[src/rtl/spi_seq_pkg.sv]
// Shared opcodes and FSM state encoding for the display SPI sequencer.
package spi_seq_pkg;

  localparam logic [1:0] OP_CMD   = 2'b00;
  localparam logic [1:0] OP_DATA  = 2'b01;
  localparam logic [1:0] OP_DELAY = 2'b10;
  localparam logic [1:0] OP_HALT  = 2'b11;

  typedef enum logic [2:0] {
    S_IDLE,
    S_FETCH,
    S_SHIFT,
    S_GAP,
    S_DELAY,
    S_HALT
  } state_t;

endpackage

[src/rtl/spi_tx_shifter.sv]
// Loadable transmit shift register with bit counter and last-bit flag.
module spi_tx_shifter #(
  parameter int DATA_W    = 16,
  parameter bit MSB_FIRST = 1'b1
) (
  input  logic              clk,
  input  logic              rst_n,
  input  logic              i_load,
  input  logic [DATA_W-1:0] i_data,
  input  logic              i_adv,
  output logic              o_bit,
  output logic              o_last
);

  localparam int CW = $clog2(DATA_W + 1);

  logic [DATA_W-1:0] r_sh;
  logic [CW-1:0]     r_cnt;

  // Zeros shift in behind the word, so the line idles low once it drains.
  always_ff @(posedge clk or negedge rst_n) begin
    if (!rst_n) begin
      r_sh  <= '0;
      r_cnt <= '0;
    end else if (i_load) begin
      r_sh  <= i_data;
      r_cnt <= '0;
    end else if (i_adv) begin
      r_sh <= MSB_FIRST ? {r_sh[DATA_W-2:0], 1'b0}
                        : {1'b0, r_sh[DATA_W-1:1]};
      if (r_cnt != CW'(DATA_W))
        r_cnt <= r_cnt + 1'b1;
    end
  end

  assign o_bit  = MSB_FIRST ? r_sh[DATA_W-1] : r_sh[0];
  assign o_last = (r_cnt == CW'(DATA_W - 1));

endmodule

[src/rtl/spi_display_sequencer.sv]
// Instruction-driven SPI transmit sequencer: CMD/DATA shifts,
// sclkEdge-timed delays, halt, and an inter-word chip-select gap.
module spi_display_sequencer
  import spi_seq_pkg::*;
#(
  parameter int DATA_W    = 16,
  parameter int INSTR_W   = DATA_W + 2,
  parameter bit MSB_FIRST = 1'b1,
  parameter int CS_GAP    = 1
) (
  input  logic               clk,
  input  logic               rst_n,
  input  logic               run,
  input  logic               sclkEdge,
  input  logic [INSTR_W-1:0] instr,
  input  logic               instr_valid,
  output logic               pcEn,
  output logic               cs,
  output logic               dc,
  output logic               mosi,
  output logic               busy,
  output logic               done
);

  localparam int GW = $clog2(CS_GAP + 2);

  state_t            r_state;
  logic              r_cs;
  logic              r_dc;
  logic              r_busy;
  logic              r_done;
  logic [DATA_W-1:0] r_dcnt;
  logic [GW-1:0]     r_gcnt;

  logic [1:0]        w_op;
  logic [DATA_W-1:0] w_payload;
  logic              w_accept;
  logic              w_load;
  logic              w_adv;
  logic              w_last;
  state_t            w_nxt;

  assign w_op      = instr[INSTR_W-1 -: 2];
  assign w_payload = instr[DATA_W-1:0];
  assign w_accept  = (r_state == S_FETCH) && run && instr_valid;
  assign w_load    = w_accept && !w_op[1];
  assign w_adv     = (r_state == S_SHIFT) && sclkEdge;
  assign w_nxt     = run ? S_FETCH : S_IDLE;

  spi_tx_shifter #(
    .DATA_W    (DATA_W),
    .MSB_FIRST (MSB_FIRST)
  ) u_shifter (
    .clk    (clk),
    .rst_n  (rst_n),
    .i_load (w_load),
    .i_data (w_payload),
    .i_adv  (w_adv),
    .o_bit  (mosi),
    .o_last (w_last)
  );

  always_ff @(posedge clk or negedge rst_n) begin
    if (!rst_n) begin
      r_state <= S_IDLE;
      r_cs    <= 1'b1;
      r_dc    <= 1'b0;
      r_busy  <= 1'b0;
      r_done  <= 1'b0;
      r_dcnt  <= '0;
      r_gcnt  <= '0;
    end else begin
      unique case (r_state)
        S_IDLE: begin
          if (run) begin
            r_state <= S_FETCH;
            r_busy  <= 1'b1;
          end
        end
        S_FETCH: begin
          if (!run) begin
            r_state <= S_IDLE;
            r_busy  <= 1'b0;
          end else if (instr_valid) begin
            unique case (w_op)
              OP_CMD, OP_DATA: begin
                r_state <= S_SHIFT;
                r_cs    <= 1'b0;
                r_dc    <= w_op[0];
              end
              OP_DELAY: begin
                r_state <= S_DELAY;
                r_dcnt  <= w_payload;
              end
              default: begin
                r_state <= S_HALT;
                r_busy  <= 1'b0;
                r_done  <= 1'b1;
              end
            endcase
          end
        end
        S_SHIFT: begin
          if (sclkEdge && w_last) begin
            r_cs <= 1'b1;
            if (CS_GAP > 0) begin
              r_state <= S_GAP;
              r_gcnt  <= '0;
            end else begin
              r_state <= w_nxt;
              r_busy  <= run;
            end
          end
        end
        S_GAP: begin
          if (sclkEdge) begin
            if (r_gcnt == GW'(CS_GAP - 1)) begin
              r_state <= w_nxt;
              r_busy  <= run;
            end else begin
              r_gcnt <= r_gcnt + 1'b1;
            end
          end
        end
        S_DELAY: begin
          // Zero count leaves at once; otherwise exit on the final pulse.
          if (r_dcnt == '0) begin
            r_state <= w_nxt;
            r_busy  <= run;
          end else if (sclkEdge) begin
            r_dcnt <= r_dcnt - 1'b1;
            if (r_dcnt == DATA_W'(1)) begin
              r_state <= w_nxt;
              r_busy  <= run;
            end
          end
        end
        S_HALT: begin
          if (!run) begin
            r_state <= S_IDLE;
            r_done  <= 1'b0;
          end
        end
        default: begin
          r_state <= S_IDLE;
          r_cs    <= 1'b1;
          r_busy  <= 1'b0;
          r_done  <= 1'b0;
        end
      endcase
    end
  end

  assign pcEn = w_accept;
  assign cs   = r_cs;
  assign dc   = r_dc;
  assign busy = r_busy;
  assign done = r_done;

endmodule
[config.mk]
export PLATFORM = sky130hd
export DESIGN_NAME = spi_display_sequencer
export DESIGN_NICKNAME = d
export VERILOG_FILES = /design/src/rtl/spi_seq_pkg.sv /design/src/rtl/spi_tx_shifter.sv /design/src/rtl/spi_display_sequencer.sv
export SDC_FILE = /design/constraint.sdc
export NUM_CORES = 1
export LEC_CHECK = 0
export ABC_CLOCK_PERIOD_IN_PS = 1840
export CORE_MARGIN = 5
export CORE_UTILIZATION = 51
export DETAILED_ROUTE_END_ITERATION = 12
export PLACE_DENSITY_LB_ADDON = 0.1
export REMOVE_ABC_BUFFERS = 1
export SETUP_SLACK_MARGIN = 0.02
export SLEW_MARGIN = 20
export SYNTH_ARGS = -nofsm -noshare
export SYNTH_HDL_FRONTEND = slang
export SYNTH_HIERARCHICAL = 1
export SYNTH_SLANG_ARGS = --single-unit
[constraint.sdc]
create_clock -name clk -period 1.84 [get_ports clk]
set_input_delay 0.368 -clock clk [delete_from_list [all_inputs] [get_ports clk]]
set_output_delay 0.368 -clock clk [all_outputs]
set_load 0.05 [all_outputs]
==> flow_summary.yaml <==
clocking:
  clockBufferDepth: 2
  path_clk_slew_ns: 0.09
  tritoncts: "built"
  clock_sinks: 46
  numCtsBuffers: 5
  cts_max_level: 2
  clk_latency_ns: 0.31
  root_buffer: "clkbuf_8"
cells_and_area:
  n_antenna_cell: 0
  syn2layout_area_growth_pct: 41.79
  post-route-cell-area_um2: 3867
  layout-drive-gt1-share: 0.3542
  layout.nets: 412
  finish.utilization: 0.7524
floorplanning:
  row_count: 26
  io-pin-count: 29
  design.core.area_um2: 5140
  die_y_um: 83.13
  start_util: 0.5307
  die_area_um2: 6911
  die_w_um: 83.13
logic_synthesis:
  synth_edf_count: 0
  ys_seq_area_frac: 0.4225
  yosysTopAreaCellShare: 0.4128
  synth_cell_types: 64
  netlist_area_um2: 2728
  yosys.area.top_type: "dfrtp_1"
  ys_warn_count: 6
  synthTopCellsByArea: "dfrtp_1 41%, o21ai_0 6.6%, mux2i_1 5.5%"
  syn_inst: 296
  ys_seq_elements: 46
  synth_area_per_cell_um2: 9.215
  ys.flop_type: "dfrtp_1"
  async_flop_share: 1.000
grt:
  grt.overflow.total: 0
  grt_pass1_vias: 2635
  antenna_found_initial: 0
  grt_max_degree: 21
  grt_use_total: 0.2179
  grt_pass1_wl_mm: 12.41
timing:
  skew_ns: 0.009094
  fmax_ghz: 0.4997
  worst_slew_pin_slew_ns: 0.4015
  drv_slew: 0
  finalHoldViolCount: 0
  worst_slack_ns: -0.1611
  fin_tns_setup_ns: -0.8990
  fin_crit_sh: 1.088
  max-slew-margin-rel: 0.7303
  min_period_ns: 2.001
  setup_violations: 18
  fin_hold_ws_ns: 0.5076
  rsz0062_at_grt: "yes"
place:
  gp_congestion: 0.8789
  io_buffers: 28
  hpwlAfterDp_mm: 4.972
  placedInstanceArea_um2: 3441
drt:
  drc: 0
  drtIter0Drc: 149
  drt_first_pass_iters: 5
  routed_wirelength_mm: 7.579
  vias: 2616
  wl_per_cell_um: 16.69
  ant_nets: 0
  viasPerCell: 5.762
worst_setup_path:
  critPathRequiredTime_ns: 2.04
  start_kind: "flop"
  worst_ep_arrival_time_ns: 2.20
  cp_max_fo: 3
  critical_path_class: "flop to flop"
  worst_setup_path_end_kind: "flop"
outcome:
  violations: "negative setup slack"
  outcome: "finished, violations left"
pwr:
  p_leak_uw: 0.001624
  vdd_drop_max_v: 0.0007584
  powerDensity_nw_per_um2: 1408
run:
  cap_violations: 0
min_path:
  hp-class: "primary input to async pin"
[flip-flops by register name, indices dropped and copies added (netlist names)]
register,cells
r_gcnt,2
u_shifter/r_cnt,5
r_state,3
done,1
cs,1
r_dcnt,16
u_shifter/r_sh,16
dc,1
busy,1
[per-stage QoR]
step,setup slack [ns],std cells,total power [µW]
3_3_place_gp,-0.2083,434,4260
6_report,-0.1611,454,5446
3_5_place_dp,-0.2106,434,4325
4_1_cts,-0.1345,454,5280
2_1_floorplan,-0.9086,279,3241
5_1_grt,-0.2574,454,5828
[layout make-up]
class                   count  area [µm²]
fillers                   374        1272
repair buffers             96       820.8
flip-flops and latches     46        1154
clock buffers               5       68.82
multi-input cells         221        1667
clock inverters             3       21.27
inverters                  13       48.80
well taps                  70       87.58
[cell usage in the layout (no fill, tap or decap), drive strengths merged, types with 3 or more instances in the layout]
master and instances:
nor2 22, a211oi 3, clkbuf 5, o21ai 36, nand2 34, nor4 6, dfrtp 45, nor2b 4
nand3 4, a21oi 17, nor3 7, mux2i 15, o2bb2ai 3, a22oi 5, buf 74, or3 4
nand2b 3, a22o 5, ha 6, clkdlybuf4s50 20, a31oi 3, o22ai 4, mux2 6, inv 13
[cell usage after synthesis, types with 4 or more instances]
master	n
nor2b_1	4
a21oi_1	17
buf_2	5
nor4_1	4
o21ai_0	36
nand3_1	4
o22ai_1	4
nor2_1	21
inv_1	13
mux2i_1	15
nand2_1	34
a22oi_1	5
dfrtp_1	45
a22o_1	5
ha_1	6
clkbuf_1	7
nor3_1	6
or3_1	4
[critical path, stage by stage (launching register included)]
cell,delay (ns)
dfrtp_1,0.38
or4_4,0.57
buf_4,0.16
or3_4,0.37
nor2_4,0.11
a31oi_1,0.10
o22a_1,0.20
[kinds of logic (layout without fill, tap and decap cells)]
| group | after synthesis | count (layout) | share of synthesized area |
|---|---|---|---|
| xor gates and xnor gates | 1 | 1 | 0.003212 |
| muxes | 21 | 21 | 0.08119 |
| buffers and inverters | 30 | 117 | 0.05183 |
| DFF | 46 | 46 | 0.4225 |
| adders and majority gates | 6 | 6 | 0.02752 |
| AOI/OAI and AO/OA | 95 | 96 | 0.2243 |
| and+or+nand+nor | 97 | 97 | 0.1895 |
[what timing repair did]
item,CTS,global route
endpoints found under the hold margin,15,0
buffers inserted,8,1
pin swaps,14,10
hold buffers,1,0
endpoints found under the setup margin,37,39
cloned,3,0
gates resized for setup,35,30
[path summary, 6_finish.rpt]
kind	from	to	slack (ns)	depth (start not counted)
max	r_dcnt[5]$_DFFE_PN0P_	r_dcnt[15]$_DFFE_PN0P_	-0.16	6
min	rst_n	u_shifter/r_cnt[0]$_DFFE_PN0P_	0.51	2
max reg2reg	r_dcnt[5]$_DFFE_PN0P_	r_dcnt[15]$_DFFE_PN0P_	-0.16	6
min reg2reg	r_dcnt[11]$_DFFE_PN0P_	r_dcnt[11]$_DFFE_PN0P_	0.51	2
max in group asynchronous	rst_n	u_shifter/r_sh[4]$_DFFE_PN0P_	0.74	3
min in group clk	r_dcnt[11]$_DFFE_PN0P_	r_dcnt[11]$_DFFE_PN0P_	0.51	2
[per-layer routing]
layer  GRT usage  share of wire
met2      0.3819           0.50
met1      0.2646           0.42
met4     0.07429          0.019
met5           0              0
met3     0.04554          0.051
[power breakdown]
part           leakage, µW  internal [µW]  switching, µW
clock network    0.0000441            267            373
logic              0.00101           1430           1550
registers         0.000566           1460            356
total              0.00162           3160           2280
No activity file was read; power rests on OpenSTA's default activity.
